==> config.mk <==
export PLATFORM = sky130hd
export DESIGN_NAME = cpu_state_dumper
export DESIGN_NICKNAME = d
export VERILOG_FILES = /design/src/rtl/cpu_state_dumper.sv
export SDC_FILE = /design/constraint.sdc
export NUM_CORES = 1
export LEC_CHECK = 0
export CAP_MARGIN = 30
export CORE_UTILIZATION = 49
export CTS_CLUSTER_SIZE = 12
export DETAILED_ROUTE_END_ITERATION = 10
export PLACE_DENSITY = 0.82
export SETUP_SLACK_MARGIN = 0.3
export SLEW_MARGIN = 0
export SYNTH_ARGS = -nofsm -noshare
export SYNTH_HDL_FRONTEND = slang
export SYNTH_SLANG_ARGS = --single-unit
==> constraint.sdc <==
create_clock -name clk -period 2.2 [get_ports clk]
set_clock_uncertainty 0.15 [all_clocks]
set_input_delay 0.44 -clock clk [delete_from_list [all_inputs] [get_ports clk]]
set_output_delay 0.44 -clock clk [all_outputs]
set_load 0.01 [all_outputs]
==> src/rtl/cpu_state_dumper.sv <==
// cpu_state_dumper: streams the register file and one datamem word out as a framed UART 8N1 byte sequence.
// Optional trailing XOR checksum byte is enabled by defining DUMP_CHKSUM_EN.
module cpu_state_dumper #(
  parameter int CLKS_PER_BIT = 16,
  parameter int NREGS        = 16,
  parameter int MEM_ADDR     = 23,
  parameter int DATA_W       = 32
) (
  input  logic              clk,
  input  logic              rst,
  input  logic              cpu_busy,
  input  logic              dump_req,
  output logic              rd_sel,
  output logic [4:0]        rd_addr,
  input  logic [DATA_W-1:0] rd_data,
  output logic              tx,
  output logic              dump_busy,
  output logic              dump_done
);

  localparam int CNT_W = $clog2(CLKS_PER_BIT);
  localparam logic [CNT_W-1:0] CNT_LAST  = CNT_W'(CLKS_PER_BIT - 1);
  localparam logic [5:0]       LAST_WORD = 6'(NREGS);
  localparam logic [4:0]       MEM_IDX   = 5'(MEM_ADDR);

  typedef enum logic [3:0] {
    IDLE, HDR, FETCH, LOAD, START, DATA, STOP,
`ifdef DUMP_CHKSUM_EN
    CSUM,
`endif
    DONE
  } state_t;

  state_t             state_reg, state_next;
  logic [CNT_W-1:0]   cnt_reg, cnt_next;
  logic [2:0]         bit_reg, bit_next;
  logic [1:0]         byte_reg, byte_next;
  logic [5:0]         word_cnt_reg, word_cnt_next;
  logic [DATA_W-1:0]  word_reg, word_next;
  logic [7:0]         shift_reg, shift_next;
  logic               busy_prev_reg;
  logic               rd_sel_reg, rd_sel_next;
  logic [4:0]         rd_addr_reg, rd_addr_next;
  logic               tx_reg, tx_next;
  logic               dump_busy_reg, dump_done_reg;
`ifdef DUMP_CHKSUM_EN
  logic [7:0]         chk_reg, chk_next;
  logic               csum_sent_reg, csum_sent_next;
`endif

  logic       trigger;
  logic       last_tick;
  logic [7:0] load_byte;

  assign trigger   = dump_req | (busy_prev_reg & ~cpu_busy);
  assign last_tick = (cnt_reg == CNT_LAST);
  assign load_byte = word_reg[{byte_reg, 3'b000} +: 8];

  always_comb begin
    state_next    = state_reg;
    cnt_next      = cnt_reg;
    bit_next      = bit_reg;
    byte_next     = byte_reg;
    word_cnt_next = word_cnt_reg;
    word_next     = word_reg;
    shift_next    = shift_reg;
    rd_sel_next   = rd_sel_reg;
    rd_addr_next  = rd_addr_reg;
`ifdef DUMP_CHKSUM_EN
    chk_next       = chk_reg;
    csum_sent_next = csum_sent_reg;
`endif
    unique case (state_reg)
      IDLE: begin
        if (trigger) begin
          state_next    = HDR;
          word_cnt_next = '0;
          byte_next     = '0;
`ifdef DUMP_CHKSUM_EN
          chk_next       = '0;
          csum_sent_next = 1'b0;
`endif
        end
      end
      HDR: begin
        shift_next = 8'hA5;
        cnt_next   = '0;
        state_next = START;
      end
      FETCH: begin
        word_next     = rd_data;
        word_cnt_next = word_cnt_reg + 6'd1;
        byte_next     = '0;
        state_next    = LOAD;
      end
      LOAD: begin
        shift_next = load_byte;
`ifdef DUMP_CHKSUM_EN
        chk_next   = chk_reg ^ load_byte;
`endif
        cnt_next   = '0;
        state_next = START;
      end
      START: begin
        cnt_next = cnt_reg + 1'b1;
        if (last_tick) begin
          cnt_next   = '0;
          bit_next   = '0;
          state_next = DATA;
        end
      end
      DATA: begin
        cnt_next = cnt_reg + 1'b1;
        if (last_tick) begin
          cnt_next   = '0;
          shift_next = {1'b0, shift_reg[7:1]};
          bit_next   = bit_reg + 3'd1;
          if (bit_reg == 3'd7) state_next = STOP;
        end
      end
      STOP: begin
        cnt_next = cnt_reg + 1'b1;
        if (last_tick) begin
          cnt_next = '0;
          // word_cnt is the index of the next word to fetch; 0 means only the header has gone out
          if (word_cnt_reg == 6'd0 || (byte_reg == 2'd3 && word_cnt_reg <= LAST_WORD)) begin
            state_next   = FETCH;
            rd_sel_next  = (word_cnt_reg == LAST_WORD);
            rd_addr_next = (word_cnt_reg == LAST_WORD) ? MEM_IDX : word_cnt_reg[4:0];
          end else if (byte_reg != 2'd3) begin
            byte_next  = byte_reg + 2'd1;
            state_next = LOAD;
          end else begin
`ifdef DUMP_CHKSUM_EN
            state_next = csum_sent_reg ? DONE : CSUM;
`else
            state_next = DONE;
`endif
          end
        end
      end
`ifdef DUMP_CHKSUM_EN
      CSUM: begin
        shift_next     = chk_reg;
        csum_sent_next = 1'b1;
        cnt_next       = '0;
        state_next     = START;
      end
`endif
      DONE:    state_next = IDLE;
      default: state_next = IDLE;
    endcase

    // Line level registered from the upcoming state so tx changes cleanly on the edge
    tx_next = 1'b1;
    if (state_next == START)     tx_next = 1'b0;
    else if (state_next == DATA) tx_next = shift_next[0];
  end

  always_ff @(posedge clk or posedge rst) begin
    if (rst) begin
      state_reg     <= IDLE;
      cnt_reg       <= '0;
      bit_reg       <= '0;
      byte_reg      <= '0;
      word_cnt_reg  <= '0;
      word_reg      <= '0;
      shift_reg     <= '0;
      busy_prev_reg <= 1'b0;
      rd_sel_reg    <= 1'b0;
      rd_addr_reg   <= '0;
      tx_reg        <= 1'b1;
      dump_busy_reg <= 1'b0;
      dump_done_reg <= 1'b0;
`ifdef DUMP_CHKSUM_EN
      chk_reg       <= '0;
      csum_sent_reg <= 1'b0;
`endif
    end else begin
      state_reg     <= state_next;
      cnt_reg       <= cnt_next;
      bit_reg       <= bit_next;
      byte_reg      <= byte_next;
      word_cnt_reg  <= word_cnt_next;
      word_reg      <= word_next;
      shift_reg     <= shift_next;
      busy_prev_reg <= cpu_busy;
      rd_sel_reg    <= rd_sel_next;
      rd_addr_reg   <= rd_addr_next;
      tx_reg        <= tx_next;
      dump_busy_reg <= (state_next != IDLE) && (state_next != DONE);
      dump_done_reg <= (state_next == DONE);
`ifdef DUMP_CHKSUM_EN
      chk_reg       <= chk_next;
      csum_sent_reg <= csum_sent_next;
`endif
    end
  end

  assign rd_sel    = rd_sel_reg;
  assign rd_addr   = rd_addr_reg;
  assign tx        = tx_reg;
  assign dump_busy = dump_busy_reg;
  assign dump_done = dump_done_reg;

endmodule

# ---- Word-level counts from Yosys, hierarchy flattened
# Index checks and enable logic that the tools add are counted.
# Widths: inputs -> output; s select.
dict set report totals {
  reg_bits 69
  latchBits 0
  ramBits 0
  mem_bits_ro 0
  elab_cells 87
  mem_count 0
}
dict set report op_classes {
  n_addsub 4
  multipliers 0
  div_mod_pow 0
  n_lt_le_gt_ge 1
  eq_ne 21
  shifts 1
  mux 25
  bitwise 3
  n_reduce_logical 18
}
# operator count
set ops {}
lappend ops {{$shiftx 32x6->8} 1}
lappend ops {{$eq 4x3->1 const B} 6}
lappend ops {{$mux 4} 6}
lappend ops {{$pmux 4 s6} 1}
lappend ops {{$pmux 8 s3} 1}
lappend ops {{$ne 2x2->1 const B} 7}
lappend ops {{$mux 3} 4}
lappend ops {{$pmux 6 s2} 1}
lappend ops {{$eq 4x2->1 const B} 2}
lappend ops {{$mux 2} 4}
lappend ops {{$mux 8} 1}
lappend ops {{$pmux 4 s2} 1}
lappend ops {{$add 6x1->6 const B} 1}
lappend ops {{$eq 6x5->1 const B} 1}
lappend ops {{$le 6x5->1 const B} 1}
lappend ops {{$logic_not 6->1} 1}
lappend ops {{$mux 6} 1}
lappend ops {{$pmux 2 s3} 1}
lappend ops {{$pmux 3 s2} 1}
lappend ops {{$reduce_and 3->1} 2}
lappend ops {{$reduce_bool 2->1} 3}
lappend ops {{$reduce_bool 3->1} 2}
lappend ops {{$mux 5} 1}
lappend ops {{$reduce_and 5->1} 1}
lappend ops {{other kinds (19)} 22}

# ---- Logic depth before layout (Yosys ltp)
dict set report logic_depth {
  word_depth 9
  ltp_mapped 8
  mapped_depth_nobuf 8
}

# ---- Least setup slack after synthesis
# OpenSTA, ideal clock, no wires.
dict set report synth_path {
  path_kind {register to register}
  start {register state_reg[2]}
  end {register rd_addr_reg[3], in the netlist rd_addr[3]}
  setup_ns 0.125
  arrival_time_ns 1.673
  t_required_ns 1.925
  slack_ns 0.251
  stages_incl_launch_ff 7
  n_path_buf 1
  period_less_slack_ns 1.949
  cell_sequence {dfrtp_1 buf_6 or3b_4 nor2_4 nand2_2 nor3_4 mux2_4}
}
dict set report synth_between {
  elab_chain_len 2
}
# element line_no
set synth_lines {}
lappend synth_lines {{start: declaration} 34} ;# state_t state_reg, state_next;
lappend synth_lines {{start signal: assignment} 180} ;# state_reg <= state_next;
lappend synth_lines {{$eq 4x3->1} 73} ;# unique case (state_reg)
lappend synth_lines {{$reduce_and 3->1 (no source line)} -}
lappend synth_lines {{end signal: assignment} 189} ;# rd_addr_reg <= rd_addr_next;
lappend synth_lines {{end: declaration} 43} ;# logic [4:0] rd_addr_reg, rd_addr_next;
# No other way between the ends.
# A chain may end at the register's enable or synchronous reset.

# ---- Final worst setup path
dict set report layout_path {
  start {register word_cnt_reg[0]}
  end {register rd_sel_reg, in the netlist rd_sel}
}
dict set report layout_between {
  elab_chain_len 4
}
# element line_no
set layout_lines {}
lappend layout_lines {{start: declaration} 38} ;# logic [5:0] word_cnt_reg, word_cnt_next;
lappend layout_lines {{start signal: assignment} 184} ;# word_cnt_reg <= word_cnt_next;
lappend layout_lines {{$le 6x5->1} 126} ;# if (word_cnt_reg == 6'd0 || (byte_reg == 2'd3 && word_cnt_reg <= LAST_WORD)) begin
lappend layout_lines {{$logic_and 1x1->1} 126}
lappend layout_lines {{$logic_or 1x1->1} 126}
lappend layout_lines {{$reduce_and 3->1 (no source line)} -}
lappend layout_lines {{end signal: assignment} 188} ;# rd_sel_reg <= rd_sel_next;
lappend layout_lines {{end: declaration} 42} ;# logic rd_sel_reg, rd_sel_next;
# Parallel ways exist; a longest one is shown, timed or not.

==> results.md <==
* Cell area after synthesis at 0.00334 mm²
* Syn Inst Count at 333
* I/O Pins at 45
* Area of the core at 0.00646 mm²
* Min Hold Slack at 0.279 ns
* Cell Pwr Density at 707 mW/mm²
* Vias in the first global route at 2604
* Synth Register Bits at 69
* Antenna diodes at 0
* Ratio of cells with drive above 1 in the final layout at 21.1%
* Crit share post-route at 88.5%
* Buf/Inv on CP at 2
* CP arrival at 2.03 ns
* Final setup viols at 0
* DR WL/cell at 15.7 µm
* Util after Layout at 67.2%
* Clock root cell: clkbuf_8
* Starting DRC count in detailed routing at 239
* Non-Filler Instances at 480
* CP Cell Sequence: inv_2 -> ha_4 -> nor3b_4 -> a21oi_2 -> nor3_4 -> buf_6 -> mux2_4
* First-pass GRT wire length at 11.9 mm
* Initial core utilization at 51.7%
* HP Class: primary input to asynchronous set/reset pin
* Leakage at 1.89 nW
* Die height at 84.5 µm
* Setup CP Type: register to register
* Remaining routing DRC violations at 3
* Vias per Instance at 5.63
* Register area share after synthesis at 51.8%
* Clock Path Buffers at 2
* Total of max-cap violations at 0
* Required time of the critical path at 2.28 ns
* Gpl congestion at 0.813
* Die ar. at 0.00714 mm²
* Via count at 2704
* RSZ-0062 raised after global routing: yes
* Width of the chip at 84.5 µm
* Port Buffers at 44
* Cells after DPL at 452
* Fin crit period at 1.95 ns
* Layout net count at 440
* Violated checks: DRC
* Setup crit end kind: register
* First-pass DRT Iterations at 7
* Post-synth EDFFs at 0
* Worst path max stage delay at 0.45 ns
* TritonCTS clock tree: done
* Tot GR Track Use at 21.6%
* Area Growth Syn to Fin at 30.0%
* Largest net degree at the start of global routing at 40
* Fmax at 514 MHz
* Mapped Avg Cell Area at 10.0 µm²
* Total congestion overflow at 0
* Status: finished with violations
* ANT nets after route at 0
* Syn nets at 375
* WL final at 7.51 mm
* CTS H-tree lvls at 3
* Critical path peak fanout at 5
* TritonCTS Buffers at 9
* Delay-heaviest family, CP: flip-flops
* Clock sinks at 69
* Synth warn at 0
* VDD IR-drop max at 0.411 mV
* Fin. max-slew vios at 0
* Final hold viol count at 0
* Asr flop ratio synth at 100%
* Clock-pin slew on the worst setup and hold paths at 0.08 ns
* Initial antenna violation count at 0
* Worst skew pair latency at 0.35 ns
* Largest register FFs at 32
* Library cells used by synthesis at 51
* Rows at 29
* DP HPWL at 4.88 mm
* Slowest CP cell: dfrtp_2
* Setup_tns at 0 ns
* CP Launch Type: register
* CTS Hold Bufs at 0
* Ys flop type: dfrtp_1
==> where the power goes <==
group          internal, W  switching [W]
Combinational     0.000204       0.000207
Sequential         0.00133      0.0000807
Clock             0.000749       0.000493
Total              0.00229       0.000781
==> cells in the mapped netlist, types with 2 or more instances <==
| library cell | n | share of area, % |
|---|---|---|
| nor3_2 | 2 | 0.60 |
| mux4_2 | 8 | 5.4 |
| nor2b_1 | 3 | 0.56 |
| inv_1 | 12 | 1.3 |
| o32a_1 | 2 | 0.60 |
| ha_1 | 6 | 2.2 |
| mux2_2 | 9 | 3.0 |
| mux2i_1 | 4 | 1.2 |
| buf_2 | 5 | 0.75 |
| a21oi_1 | 6 | 0.90 |
| dfrtp_1 | 68 | 51 |
| nand2b_1 | 4 | 0.75 |
| and3_1 | 2 | 0.37 |
| nand3_1 | 6 | 0.90 |
| nor3_1 | 4 | 0.60 |
| and2_1 | 2 | 0.37 |
| nor3b_1 | 2 | 0.45 |
| nor2_1 | 12 | 1.3 |
| mux2_4 | 3 | 1.3 |
| clkbuf_1 | 10 | 1.1 |
| a31oi_1 | 4 | 0.75 |
| o21bai_1 | 2 | 0.45 |
| nand2_1 | 103 | 12 |
| a32oi_1 | 5 | 1.3 |
| o21ai_0 | 22 | 3.3 |
| buf_4 | 2 | 0.45 |
==> timing repair <==
item / 4_1_cts / 5_1_grt
endpoints found under the setup margin: 21 / 38
setup buffers: 4 / 8
resized for setup: 7 / 16
pin swaps: 1 / 8
==> final timing paths <==
| kind | startpoint | end | slack, ns | cells after the start |
|---|---|---|---|---|
| setup / recovery | word_cnt_reg[0]$_DFFE_PP0P_ | rd_sel$_DFFE_PP0P_ | 0.25 | 7 |
| hold / removal | rst | byte_reg[1]$_DFFE_PP0P_ | 0.28 | 2 |
| hold reg to reg | shift_reg[4]$_DFFE_PP0P_ | shift_reg[4]$_DFFE_PP0P_ | 0.33 | 2 |
| setup reg to reg | word_cnt_reg[0]$_DFFE_PP0P_ | rd_sel$_DFFE_PP0P_ | 0.25 | 7 |
| min in group clk | shift_reg[4]$_DFFE_PP0P_ | shift_reg[4]$_DFFE_PP0P_ | 0.33 | 2 |
| max in group asynchronous | rst | word_cnt_reg[4]$_DFFE_PP0P_ | 1.08 | 3 |
==> worst reg2reg max path, delay by kind of cell, from the launching register on <==
| family | cells | cell delay [ns] |
|---|---|---|
| flip-flops | 1 | 0.45 |
| AND/OR/NAND/NOR | 2 | 0.45 |
| multiplexers | 1 | 0.30 |
| buffers and inverters | 2 | 0.23 |
| adder cells (fa/ha/maj) | 1 | 0.13 |
| AO/OA/AOI/OAI | 1 | 0.12 |
==> layer usage <==
| metal | vias to the layer above | wire [µm] | global-route usage, % |
|---|---|---|---|
| li1 | 1266 | - | - |
| met1 | 1311 | 3150 | 27.9 |
| met2 | 109 | 3760 | 35.5 |
| met3 | 18 | 427 | 5.80 |
| met4 | 0 | 174 | 7.55 |
| met5 | - | 0 | 0 |
==> placed cells by master, fill, tap and decap left out, types with 5 or more instances in the layout <==
master           instances
clkdlybuf4s50_1         43
nand2_1                103
inv_1                    9
o21ai_0                 21
a32oi_1                  5
nor2_1                  12
buf_4                   24
dfrtp_1                 65
mux4_2                   8
clkbuf_8                 9
mux2_2                   9
a21oi_1                  5
nand3_1                  5
==> layout make-up <==
class	count	area, µm²
fillers	464	2120
flip-flops and latches	69	1730
multi-input cells	234	1550
repair buffers	72	673
clock buffers	9	124
clock inverters	7	114
well taps	77	96.3
inverters	12	48.8
==> cells by family after synthesis <==
logic type / Yosys count / synth area share [%]
and+or+nand+nor: 149 / 20.2
DFF: 69 / 51.8
AOI/OAI and AO/OA: 52 / 10.1
buffers and inverters: 30 / 4.01
muxes: 24 / 11.0
adders and majority gates: 6 / 2.25
xor gates and xnor gates: 2 / 0.525
other: 1 / 0.112
==> stage by stage <==
stage	cell area (µm²)	setup slack [ns]	power (W)
floorplan	3350	0.300	0.00161
detailed placement	3930	0.161	0.00176
finish	4340	0.254	0.00307
CTS	4210	0.293	0.00300
global placement	3930	0.199	0.00174
global route	4340	0.204	0.00319
No activity file was read; power rests on OpenSTA's default activity.
